<file path="src/rtl/fetch_pc_unit_pkg.sv">
// Shared constants for the fetch / PC unit of the P7 five-stage core.
//   - Default reset PC, exception entry point and legal instruction-memory window
//   - NOP encoding used to squash the F/D register
//   - Helper that sign-extends and word-scales a 16-bit branch offset
package fetch_pc_unit_pkg;

    localparam logic [31:0] PC_RESET_DEF  = 32'h0000_3000;
    localparam logic [31:0] EXC_ENTRY_DEF = 32'h0000_4180;
    localparam logic [31:0] IM_LO_DEF     = 32'h0000_3000;
    localparam logic [31:0] IM_HI_DEF     = 32'h0000_6FFC;
    localparam logic [31:0] NOP_INSTR     = 32'h0000_0000;
    localparam logic [31:0] INSTR_BYTES   = 32'd4;

    function automatic logic [31:0] branch_offset(input logic [15:0] imm16);
        return {{14{imm16[15]}}, imm16, 2'b00};
    endfunction

endpackage

</file>
<file path="src/rtl/fetch_pc_unit_next_pc_sel.sv">
// Combinational next-PC selector and fetch-address checker.
// Ports:
//   pc_f, pc_d       current fetch PC and D-stage PC
//   br_d, zero       conditional branch in D and its comparator result
//   imm16_d          branch offset field
//   j_d, index_d     j/jal in D and its 26-bit target field
//   jr_d, rs_val_d   jr/jalr in D and forwarded rs value
//   next_pc          fetch address for the next normal advance
//   fetch_err        current pc_f is misaligned or outside instruction memory
module fetch_pc_unit_next_pc_sel
    import fetch_pc_unit_pkg::*;
#(
    parameter logic [31:0] IM_LO = IM_LO_DEF,
    parameter logic [31:0] IM_HI = IM_HI_DEF
) (
    input  logic [31:0] pc_f,
    input  logic [31:0] pc_d,
    input  logic        br_d,
    input  logic        zero,
    input  logic [15:0] imm16_d,
    input  logic        j_d,
    input  logic [25:0] index_d,
    input  logic        jr_d,
    input  logic [31:0] rs_val_d,
    output logic [31:0] next_pc,
    output logic        fetch_err
);

    logic taken;

    // zero is only meaningful for branches; an X/Z on it must never steer the PC.
    assign taken = br_d & (zero === 1'b1);

    always_comb begin
        next_pc = pc_f + INSTR_BYTES;
        if (jr_d) begin
            // No alignment fix-up: a bad register value surfaces as AdEL on fetch.
            next_pc = rs_val_d;
        end else if (j_d) begin
            next_pc = {pc_d[31:28], index_d, 2'b00};
        end else if (taken) begin
            next_pc = pc_d + INSTR_BYTES + branch_offset(imm16_d);
        end
    end

    assign fetch_err = (pc_f[1:0] != 2'b00) | (pc_f < IM_LO) | (pc_f > IM_HI);

endmodule

</file>
<file path="src/rtl/fetch_pc_unit.sv">
// PC register, next-PC selection and F/D pipeline register.
// Ports:
//   clk, reset        clock; synchronous active-low reset
//   stall             hold PC and F/D register
//   exc_req           exception/interrupt taken: redirect to handler, squash F/D
//   eret_d, epc       eret in D: return to epc, squash the fetched instruction
//   br_d, zero, imm16_d, j_d, index_d, jr_d, rs_val_d   D-stage control-flow info
//   instr_f           instruction memory data at pc_f
//   pc_f              fetch address
//   instr_d, pc_d     D-stage instruction and PC
//   bd_d              D instruction is in a branch delay slot
//   adel_d            D instruction had a fetch address error
module fetch_pc_unit
    import fetch_pc_unit_pkg::*;
#(
    parameter logic [31:0] PC_RESET  = PC_RESET_DEF,
    parameter logic [31:0] EXC_ENTRY = EXC_ENTRY_DEF,
    parameter logic [31:0] IM_LO     = IM_LO_DEF,
    parameter logic [31:0] IM_HI     = IM_HI_DEF
) (
    input  logic        clk,
    input  logic        reset,
    input  logic        stall,
    input  logic        exc_req,
    input  logic        eret_d,
    input  logic [31:0] epc,
    input  logic        br_d,
    input  logic        zero,
    input  logic [15:0] imm16_d,
    input  logic        j_d,
    input  logic [25:0] index_d,
    input  logic        jr_d,
    input  logic [31:0] rs_val_d,
    input  logic [31:0] instr_f,
    output logic [31:0] pc_f,
    output logic [31:0] instr_d,
    output logic [31:0] pc_d,
    output logic        bd_d,
    output logic        adel_d
);

    logic [31:0] next_pc;
    logic        fetch_err;

    fetch_pc_unit_next_pc_sel #(
        .IM_LO (IM_LO),
        .IM_HI (IM_HI)
    ) u_next_pc_sel (
        .pc_f      (pc_f),
        .pc_d      (pc_d),
        .br_d      (br_d),
        .zero      (zero),
        .imm16_d   (imm16_d),
        .j_d       (j_d),
        .index_d   (index_d),
        .jr_d      (jr_d),
        .rs_val_d  (rs_val_d),
        .next_pc   (next_pc),
        .fetch_err (fetch_err)
    );

    always_ff @(posedge clk) begin
        if (!reset) begin
            pc_f    <= PC_RESET;
            instr_d <= NOP_INSTR;
            pc_d    <= 32'h0;
            bd_d    <= 1'b0;
            adel_d  <= 1'b0;
        end else if (exc_req) begin
            // Exception wins over stall so the handler entry is never lost.
            pc_f    <= EXC_ENTRY;
            instr_d <= NOP_INSTR;
            pc_d    <= 32'h0;
            bd_d    <= 1'b0;
            adel_d  <= 1'b0;
        end else if (!stall) begin
            if (eret_d) begin
                // eret has no delay slot: the instruction fetched alongside it is dropped.
                pc_f    <= epc;
                instr_d <= NOP_INSTR;
                pc_d    <= 32'h0;
                bd_d    <= 1'b0;
                adel_d  <= 1'b0;
            end else begin
                pc_f   <= next_pc;
                pc_d   <= pc_f;
                // Slot is marked regardless of whether the branch is taken.
                bd_d   <= br_d | j_d | jr_d;
                adel_d <= fetch_err;
                instr_d <= fetch_err ? NOP_INSTR : instr_f;
            end
        end
    end

endmodule

</file>
<file path="config.mk">
export PLATFORM = sky130hd
export DESIGN_NAME = fetch_pc_unit
export DESIGN_NICKNAME = d
export VERILOG_FILES = /design/src/rtl/fetch_pc_unit_pkg.sv /design/src/rtl/fetch_pc_unit_next_pc_sel.sv /design/src/rtl/fetch_pc_unit.sv
export SDC_FILE = /design/constraint.sdc
export NUM_CORES = 1
export LEC_CHECK = 0
export ABC_AREA = 1
export CORE_ASPECT_RATIO = 0.6
export CORE_MARGIN = 2
export CORE_UTILIZATION = 52
export DETAILED_ROUTE_END_ITERATION = 7
export PLACE_DENSITY = 0.88
export SLEW_MARGIN = 20
export SYNTH_ARGS = -nofsm -noshare
export SYNTH_HDL_FRONTEND = slang
export SYNTH_SLANG_ARGS = --single-unit
export TNS_END_PERCENT = 5
</file>
<file path="constraint.sdc">
create_clock -name clk -period 3.9 [get_ports clk]
set_input_delay 0.975 -clock clk [delete_from_list [all_inputs] [get_ports clk]]
set_output_delay 0.975 -clock clk [all_outputs]
set_load 0.005 [all_outputs]
</file>
==> results.json, run 1 <==
{
  "drive_above_1_share_pct": 5.14,
  "synth_most_common_cell": "nand2_1",
  "hold_depth": 2,
  "r2r_slack_ps": 1080,
  "row_count": 34,
  "drtAntennaViolNets": 0,
  "maxCapViolations": 0,
  "p_int_mw": 1.76,
  "worst_pin_slew_ps": 1020,
  "timing.slew.headroom_pct": 32.1,
  "core_um2": 14500,
  "cp.arrival_ps": 3820,
  "rr_worst_depth": 7,
  "synth_edf_count": 0,
  "cts_tree": "yes",
  "overflow": 0,
  "worstSetupStartpointType": "input pin",
  "via_count": 9778,
  "drc": 0,
  "drt-vias-per-instance": 5.90,
  "fin_nets": 1661,
  "status": "complete, no violations",
  "first_global_vias": 9148,
  "cts_resized": 0,
  "synth.largest_area_cell": "dfxtp_1",
  "seq_area_frac_synth_pct": 25.4,
  "die_w_um": 161,
  "yosysTopAreaCellShare_pct": 25.4,
  "slew_viol_final": 0,
  "power_frac_seq_pct": 41.2,
  "ioPinCount": 245,
  "hold_path_class": "reg -> reg",
  "worstHoldStart": "instr_d[7]$_SDFFE_PP0N_",
  "fin_worst_skew_ps": 10.7,
  "cts_hold_buf": 0,
  "final-hold-violation-count": 0,
  "hpwl_um": 25100,
  "cts_setup_buffers": 0,
  "gp_congestion": 0.988,
  "drt_iter0_markers": 1265,
  "die_h_um": 98.3,
  "tns_ps": 0,
  "wl_per_cell_um": 19.4,
  "synth_seq_cells": 98,
  "critPathLaunch": "imm16_d[15]",
  "power.switching_uw": 823,
  "clkLatencyLatePin_ps": 360,
  "min_to": "instr_d[7]$_SDFFE_PP0N_",
  "finalPower_mw": 2.59,
  "synth.avg_cell_area_um2": 6.26,
  "drt-pass1-iter-count": 7,
  "root_buffer": "clkbuf_16",
  "clockPowerShare_pct": 36.3,
  "grt_pass1_wl_um": 49900,
  "antenna_found_initial": 0,
  "period_needed_ps": 3590,
  "swShare_pct": 31.8,
  "layoutNonFillerInstCount": 1658,
  "syn_nets": 1438,
  "rr_endpoint": "instr_d[11]$_SDFFE_PP0N_",
  "syn_area_um2": 7710,
  "max_freq_mhz": 279,
  "start_util_pct": 53.1,
  "synth_warnings": 0,
  "peakVddDrop_uv": 237,
  "cts.sinks": 98,
  "die_area_um2": 15800,
  "dp_cells": 1642,
  "cp-end-kind": "flip-flop",
  "setup_viol": 0,
  "cp.required_ps": 4130,
  "cp_max_fo": 9,
  "synthCells": 1232,
  "portBuffers": 244,
  "yosys-top-cells-count": "nand2_1, a21oi_1, inv_1",
  "netlist_top_cells_area": "dfxtp_1, nand2_1, ha_1",
  "htreeDepth": 3,
  "criticalPathCategory": "in -> reg",
  "p_leak_nw": 4.44,
  "track_usage_pct": 39.9,
  "fin_crit_sh_pct": 92.0,
  "wl_um": 32200,
  "clock_path_buffers": 2,
  "powerDensity_nw_per_um2": 243,
  "combPwrFrac_pct": 22.5,
  "ys.flop_type": "dfxtp_1",
  "syn_to_final_growth_pct": 38.0,
  "grt_max_degree": 84,
  "synthArstFlopShare_pct": 0,
  "r2r_start": "pc_f[29]$_SDFFE_PP0N_",
  "diodes": 0,
  "rsz0062_at_grt": "no",
  "ys_types": 40,
  "clk_pin_slew_worst_paths_ps": 70,
  "numCtsBuffers": 9
}
==> power by group through the flow <==
| stage | clock network, mW | registers (mW) | logic [mW] |
|---|---|---|---|
| 2_1_floorplan | 0 | 1.07 | 0.271 |
| 3_3_place_gp | 0 | 1.08 | 0.556 |
| 3_5_place_dp | 0 | 1.08 | 0.564 |
| 4_1_cts | 0.932 | 1.06 | 0.569 |
| 5_1_grt | 0.976 | 1.07 | 0.626 |
| 6_report | 0.939 | 1.06 | 0.583 |
==> worst max-delay path by stage <==
stage                             to  slack [ps]
2_1_floorplan  pc_f[19]$_SDFFE_PP0N_        1090
3_3_place_gp   pc_f[25]$_SDFFE_PP0N_          80
3_5_place_dp   pc_f[25]$_SDFFE_PP0N_          70
4_1_cts        pc_f[22]$_SDFFE_PP0N_         430
5_1_grt        pc_f[25]$_SDFFE_PP0N_         150
6_report       pc_f[22]$_SDFFE_PP0N_         310
==> sequential cells by signal, indices dropped and copies added, names as in the netlist <==
signal	flops
pc_d	32
pc_f	32
bd_d	1
instr_d	32
adel_d	1
==> layout make-up <==
type	count	area, µm²
multi-input combinational	963	5080
fill	1210	3860
timing repair buffer	262	2600
sequential	98	1960
inverter	121	454
tap	198	248
clock buffer	10	239
clock inverter	6	57.6
==> logic make-up after synthesis <==
group	Yosys count	share of synthesized area [%]
simple gates	659	36.4
compound gates	228	17.8
buf+inv	171	8.73
flops	98	25.4
fa+ha+maj	59	9.67
xor+xnor	17	1.93
==> critical path, cell delays in order <==
cell	delay [ps]
clkdlybuf4s50_1	720
ha_1	320
ha_1	370
nand2_1	120
nor2_1	210
inv_1	90
nor3_2	240
nand4_1	210
nand3_1	120
nand2_1	50
nand3_1	100
nand2_1	130
nand2_1	90
a21oi_1	60
==> stage by stage <==
step | hold slack (ps) | worst slack, ps | area [µm²] | utilization [%]
after global routing | 481 | 145 | 10600 | 73.4
after global placement | 451 | 77.6 | 10300 | 71.3
after CTS | 466 | 429 | 10600 | 73.4
final | 465 | 312 | 10600 | 73.4
after detailed placement | 455 | 71.6 | 10300 | 71.3
after floorplan | 462 | 1090 | 7710 | -
==> placed cells by master, fill, tap and decap left out, drive strengths merged, types with 2 or more instances in the layout <==
master / netlist / final
ha: 58 / 58
a31oi: 2 / 2
buf: 21 / 19
dfxtp: 98 / 98
xnor2: 6 / 6
nand3b: 10 / 10
o21ai: 23 / 23
clkinv: 1 / 4
a41oi: 2 / 2
clkdlybuf4s50: 0 / 243
nand4: 15 / 15
inv: 120 / 123
xor2: 11 / 11
nor3: 15 / 15
nand2: 393 / 393
a221oi: 3 / 3
a21oi: 140 / 140
o221a: 15 / 15
o21bai: 7 / 7
o211ai: 7 / 7
o221ai: 5 / 5
nor2: 102 / 102
a22oi: 21 / 21
clkbuf: 29 / 10
and2: 2 / 2
nand3: 117 / 117
or2: 2 / 2
nor4: 3 / 3
==> routing by layer <==
layer | vias up | part of all wire, % | track usage, %
li1 | 4552 | - | -
met2 | 665 | 42 | 60.0
met5 | - | 0 | 0
met3 | 69 | 12 | 8.62
met4 | 0 | 2.3 | 9.34
met1 | 4492 | 44 | 58.3
Power figures use the tool's default switching activity.
==> inputs of run 2 (changes only) <==
CORE_MARGIN = 3   (was 2)
==> run 2 against run 1 <==
  * Sequential power hardly changed
  * Power is 1.9% lower
  * First-iteration DRC count is 1.4% lower
  * Critical path type unchanged
  * Count of clock-buffer cells in the layout is 1 lower
  * Combinational power hardly changed
  * Die area is 3.3% higher
  * Maximum frequency is 1.9% lower
  * Via count is 0.34% lower
  * Worst hold slack hardly changed
  * Final area is 0.25% lower
==> results.json, run 2 (synthesis gave the netlist of run 1 again) <==
{
  "timing.slew.headroom_pct": 30.5,
  "p_leak_nw": 4.42,
  "p_int_mw": 1.74,
  "gp_congestion": 1.02,
  "fin_crit_sh_pct": 93.8,
  "setup_viol": 0,
  "slew_viol_final": 0,
  "drt-vias-per-instance": 5.90,
  "drive_above_1_share_pct": 5.07,
  "antenna_found_initial": 0,
  "grt_pass1_wl_um": 47800,
  "wl_um": 31100,
  "final-hold-violation-count": 0,
  "stdcell_area_um2": 10600,
  "period_needed_ps": 3660,
  "numCtsBuffers": 9,
  "via_count": 9745,
  "fin_worst_skew_ps": 14.1,
  "worst_pin_slew_ps": 1040,
  "multi_input_area_um2": 5080,
  "die_h_um": 100,
  "final_common_cell": "nand2_1",
  "cts_hold_buf": 0,
  "grt_max_degree": 80,
  "first_global_vias": 9001,
  "max_freq_mhz": 273,
  "hpwl_um": 24100,
  "root_buffer": "clkbuf_16",
  "criticalPathCategory": "in -> reg",
  "fin_nets": 1661,
  "overflow": 0,
  "syn_to_final_growth_pct": 37.7,
  "status": "complete, no violations",
  "rsz0062_at_grt": "no",
  "cp.required_ps": 4120,
  "maxCapViolations": 0,
  "cp.arrival_ps": 3880,
  "final-seq-area_um2": 1960,
  "start_util_pct": 54.8,
  "cts_setup_buffers": 0,
  "die_area_um2": 16400,
  "drc": 0,
  "htreeDepth": 3,
  "clock_path_buffers": 2,
  "cts_resized": 0,
  "combPwrFrac_pct": 22.9,
  "hold_path_class": "reg -> reg",
  "worstSetupStartpointType": "input pin",
  "clkLatencyLatePin_ps": 360,
  "drt_iter0_markers": 1247,
  "peakVddDrop_uv": 259,
  "power.switching_uw": 799,
  "clk_pin_slew_worst_paths_ps": 70,
  "finalPower_mw": 2.54,
  "n_fill_cell": 1072,
  "layout_setup_ws_ps": 243,
  "powerDensity_nw_per_um2": 239,
  "cp_max_fo": 9,
  "diodes": 0,
  "clockPowerShare_pct": 35.1,
  "swShare_pct": 31.5,
  "power_frac_seq_pct": 42.0,
  "track_usage_pct": 37.0,
  "drt-pass1-iter-count": 6,
  "dp_slack_ps": -23.9,
  "top_regs": "instr_d: 32 flops, pc_d: 32 flops, pc_f: 32 flops",
  "place_area_um2": 10300,
  "drtAntennaViolNets": 0,
  "cp-end-kind": "flip-flop",
  "die_w_um": 163,
  "row_count": 33,
  "cts.sinks": 98,
  "hold_ws_ps": 465,
  "cts_tree": "yes",
  "ioPinCount": 245,
  "portBuffers": 244,
  "final_util_pct": 75.4,
  "final_cell_mix": "nand2_1, clkdlybuf4s50_1, a21oi_1",
  "core_um2": 14100,
  "wl_per_cell_um": 18.9
}
-- run 2: final timing paths --
check / endpoint / from / depth (start not counted) / slack (ps)
setup / recovery: pc_f[27]$_SDFFE_PP0N_ / imm16_d[15] / 15 / 240
hold / removal: instr_d[3]$_SDFFE_PP0N_ / instr_d[3]$_SDFFE_PP0N_ / 2 / 470
setup reg to reg: pc_f[31]$_SDFFE_PP0N_ / pc_d[3]$_SDFFE_PP0N_ / 15 / 1150
hold reg to reg: instr_d[3]$_SDFFE_PP0N_ / instr_d[3]$_SDFFE_PP0N_ / 2 / 470
-- run 2: worst max-delay path, stage by stage --
cell             delay [ps]
clkdlybuf4s50_1         710
buf_4                   240
ha_1                    240
ha_1                    390
nand2_1                 120
nor2_1                  230
nand2_1                 190
nor2_1                  130
nand2_1                 150
nand3_1                 130
nand2_1                  60
nand3_1                  80
nand2_1                  80
nand2_1                  80
a21oi_1                  60
-- run 2: layout make-up --
class | count | area share (%)
well taps | 192 | 2.26
multi-input cells | 963 | 47.9
clock inverters | 6 | 0.495
inverters | 121 | 4.28
clock buffers | 9 | 2.12
repair buffers | 262 | 24.5
flip-flops and latches | 98 | 18.5
-- run 2: per-stage QoR --
stage | TNS, ps | cells
floorplan | 0 | 1232
global placement | -7.34 | 1636
detailed placement | -23.9 | 1636
CTS | 0 | 1651
global route | 0 | 1651
finish | 0 | 1651
-- run 2: per-layer routing --
metal	routed length [µm]	global-route usage, %
met1	13500	53.4
met2	12900	55.0
met3	4070	9.61
met4	708	9.16
met5	0	0
-- run 2: power by group through the flow --
stage          Combinational (mW)  Clock, mW  Sequential (mW)
2_1_floorplan               0.271          0             1.07
3_3_place_gp                0.554          0             1.09
3_5_place_dp                0.564          0             1.09
4_1_cts                     0.569      0.886             1.06
5_1_grt                     0.625      0.936             1.07
6_report                    0.581      0.890             1.07
==> inputs of run 3 (changes only) <==
GPL_ROUTABILITY_DRIVEN = 0   (was unset)
GPL_TIMING_DRIVEN = 1   (was unset)
==> run 3 against run 2 <==
  * Wire length decreased by 1.3%
  * Worst hold slack better by 1.3 ps
  * Largest cell class unchanged
  * Non-clock buffer count unchanged
  * Register-to-register slack better by 100 ps
  * Count of clock-buffer cells in the layout unchanged
  * Global-route usage fell by 0.85 points
  * Sequential cell count stayed put
  * Power is 0.75% higher
  * Clock power rose by 2%
  * Final cell count about the same
  * Highest routed layer unchanged
==> results.json, run 3 (synthesis gave the netlist of run 1 again) <==
{
  "status": "complete, no violations",
  "setup_viol": 0,
  "ioPinCount": 245,
  "worstPathCellList": "clkdlybuf4s50_1, buf_4, ha_1, ha_1, nand2_1, nor2_1, nand2_1, nor2_1, nand2_1, nand3_1, nand2_1, nand3_1, nand2_1, nand2_1, a21oi_1",
  "cp.arrival_ps": 3840,
  "grt_pass1_wl_um": 47100,
  "core_um2": 14100,
  "hpwl_um": 23900,
  "die_h_um": 100,
  "worst_pin_slew_ps": 1020,
  "drt_iter0_markers": 1499,
  "drc": 0,
  "layout_setup_ws_ps": 270,
  "top_regs": "instr_d: 32 flops, pc_d: 32 flops, pc_f: 32 flops",
  "overflow": 0,
  "timing.slew.headroom_pct": 32.0,
  "final-hold-violation-count": 0,
  "p_leak_nw": 4.43,
  "fin_worst_skew_ps": 11.4,
  "grt_max_degree": 55,
  "cp-end-kind": "flip-flop",
  "fin_crit_sh_pct": 93.1,
  "period_needed_ps": 3630,
  "die_area_um2": 16400,
  "die_w_um": 163,
  "syn_to_final_growth_pct": 37.7,
  "slowest_stage": "clkdlybuf4s50_1",
  "drtAntennaViolNets": 0,
  "cts_setup_buffers": 0,
  "track_usage_pct": 36.1,
  "r2r_slack_ps": 1250,
  "via_count": 9800,
  "dp_cells": 1636,
  "clkLatencyLatePin_ps": 350,
  "wl_um": 30700,
  "htreeDepth": 3,
  "cts_hold_buf": 0,
  "rsz0062_at_grt": "no",
  "numCtsBuffers": 9,
  "start_util_pct": 54.8,
  "cp.required_ps": 4110,
  "cts_resized": 0,
  "peakVddDrop_uv": 189,
  "hold_path_class": "reg -> reg",
  "layoutNonFillerInstCount": 1652,
  "drt-vias-per-instance": 5.93,
  "first_global_vias": 8989,
  "crit_family": "simple AND/OR/NAND/NOR gates",
  "max_freq_mhz": 276,
  "final_cell_mix": "nand2_1, clkdlybuf4s50_1, a21oi_1",
  "portBuffers": 244,
  "cpMostUsedCell": "nand2_1",
  "root_buffer": "clkbuf_16",
  "cp_max_fo": 9,
  "diodes": 0,
  "clock_path_buffers": 2,
  "row_count": 33,
  "slew_viol_final": 0,
  "cpPeakStageDelay_ps": 720,
  "criticalPathCategory": "in -> reg",
  "final_common_cell": "nand2_1",
  "drt-pass1-iter-count": 6,
  "drive_above_1_share_pct": 5.14,
  "cts.sinks": 98,
  "dp_slack_ps": 62.6,
  "clk_pin_slew_worst_paths_ps": 80,
  "crit_buf_inv": 2,
  "antenna_found_initial": 0,
  "powerDensity_nw_per_um2": 241,
  "tns_ps": 0,
  "worstSetupStartpointType": "input pin",
  "cts_tree": "yes",
  "maxCapViolations": 0,
  "fin_nets": 1661,
  "wl_per_cell_um": 18.6
}
run 3: cell types whose count changed in the layout (fill, tap and decap cells not counted):
cell,delta
clkinvlp_4,-3
clkinv_4,+2
buf_12,-1
buf_4,+1
clkinv_2,+1
inv_6,+1
run 3: through the flow:
stage               hold slack, ps  utilization, %  cell area (µm²)  power [mW]
CTS                            468            75.4            10600        2.54
detailed placement             456            73.3            10300        1.65
finish                         467            75.4            10600        2.56
global placement               451            73.3            10300        1.64
floorplan                      462               -             7710        1.34
global route                   486            75.4            10600        2.64
run 3: layout make-up:
cell class	instances	area, µm²
Multi-Input combinational cell	963	5080
Fill cell	1158	3470
Timing Repair Buffer	262	2590
Sequential cell	98	1960
Inverter	121	454
Tap cell	192	240
Clock buffer	9	225
Clock inverter	7	61.3
run 3: worst paths after layout:
check                                              start                        to  cells past startpoint
worst max-delay path                         imm16_d[15]     pc_f[26]$_SDFFE_PP0N_                     15
worst min-delay path            instr_d[10]$_SDFFE_PP0N_  instr_d[10]$_SDFFE_PP0N_                      2
worst max register to register     pc_d[12]$_SDFFE_PP0N_     pc_f[21]$_SDFFE_PP0N_                     13
worst min register to register  instr_d[10]$_SDFFE_PP0N_  instr_d[10]$_SDFFE_PP0N_                      2
run 3: worst min-delay path, stage by stage (launching register included):
cell and delay (ps):
dfxtp_1 310, nand2_1 60, a21oi_1 50
run 3: layer usage:
layer / wire length (µm) / vias up / GRT usage [%] / share of wire [%]
met2: 12500 / 709 / 52.8 / 41
met4: 756 / 0 / 9.55 / 2.5
met5: 0 / - / 0 / 0
met3: 4700 / 85 / 12.3 / 15
li1: - / 4555 / - / -
met1: 12800 / 4451 / 50.8 / 42
run 3: report_power, final:
group / leakage, nW / total (mW) / switching [mW] / internal (mW)
sequential: 0.794 / 1.07 / 0.0453 / 1.02
clock: 0.140 / 0.909 / 0.462 / 0.447
combinational: 3.49 / 0.580 / 0.304 / 0.277
total: 4.43 / 2.56 / 0.811 / 1.74
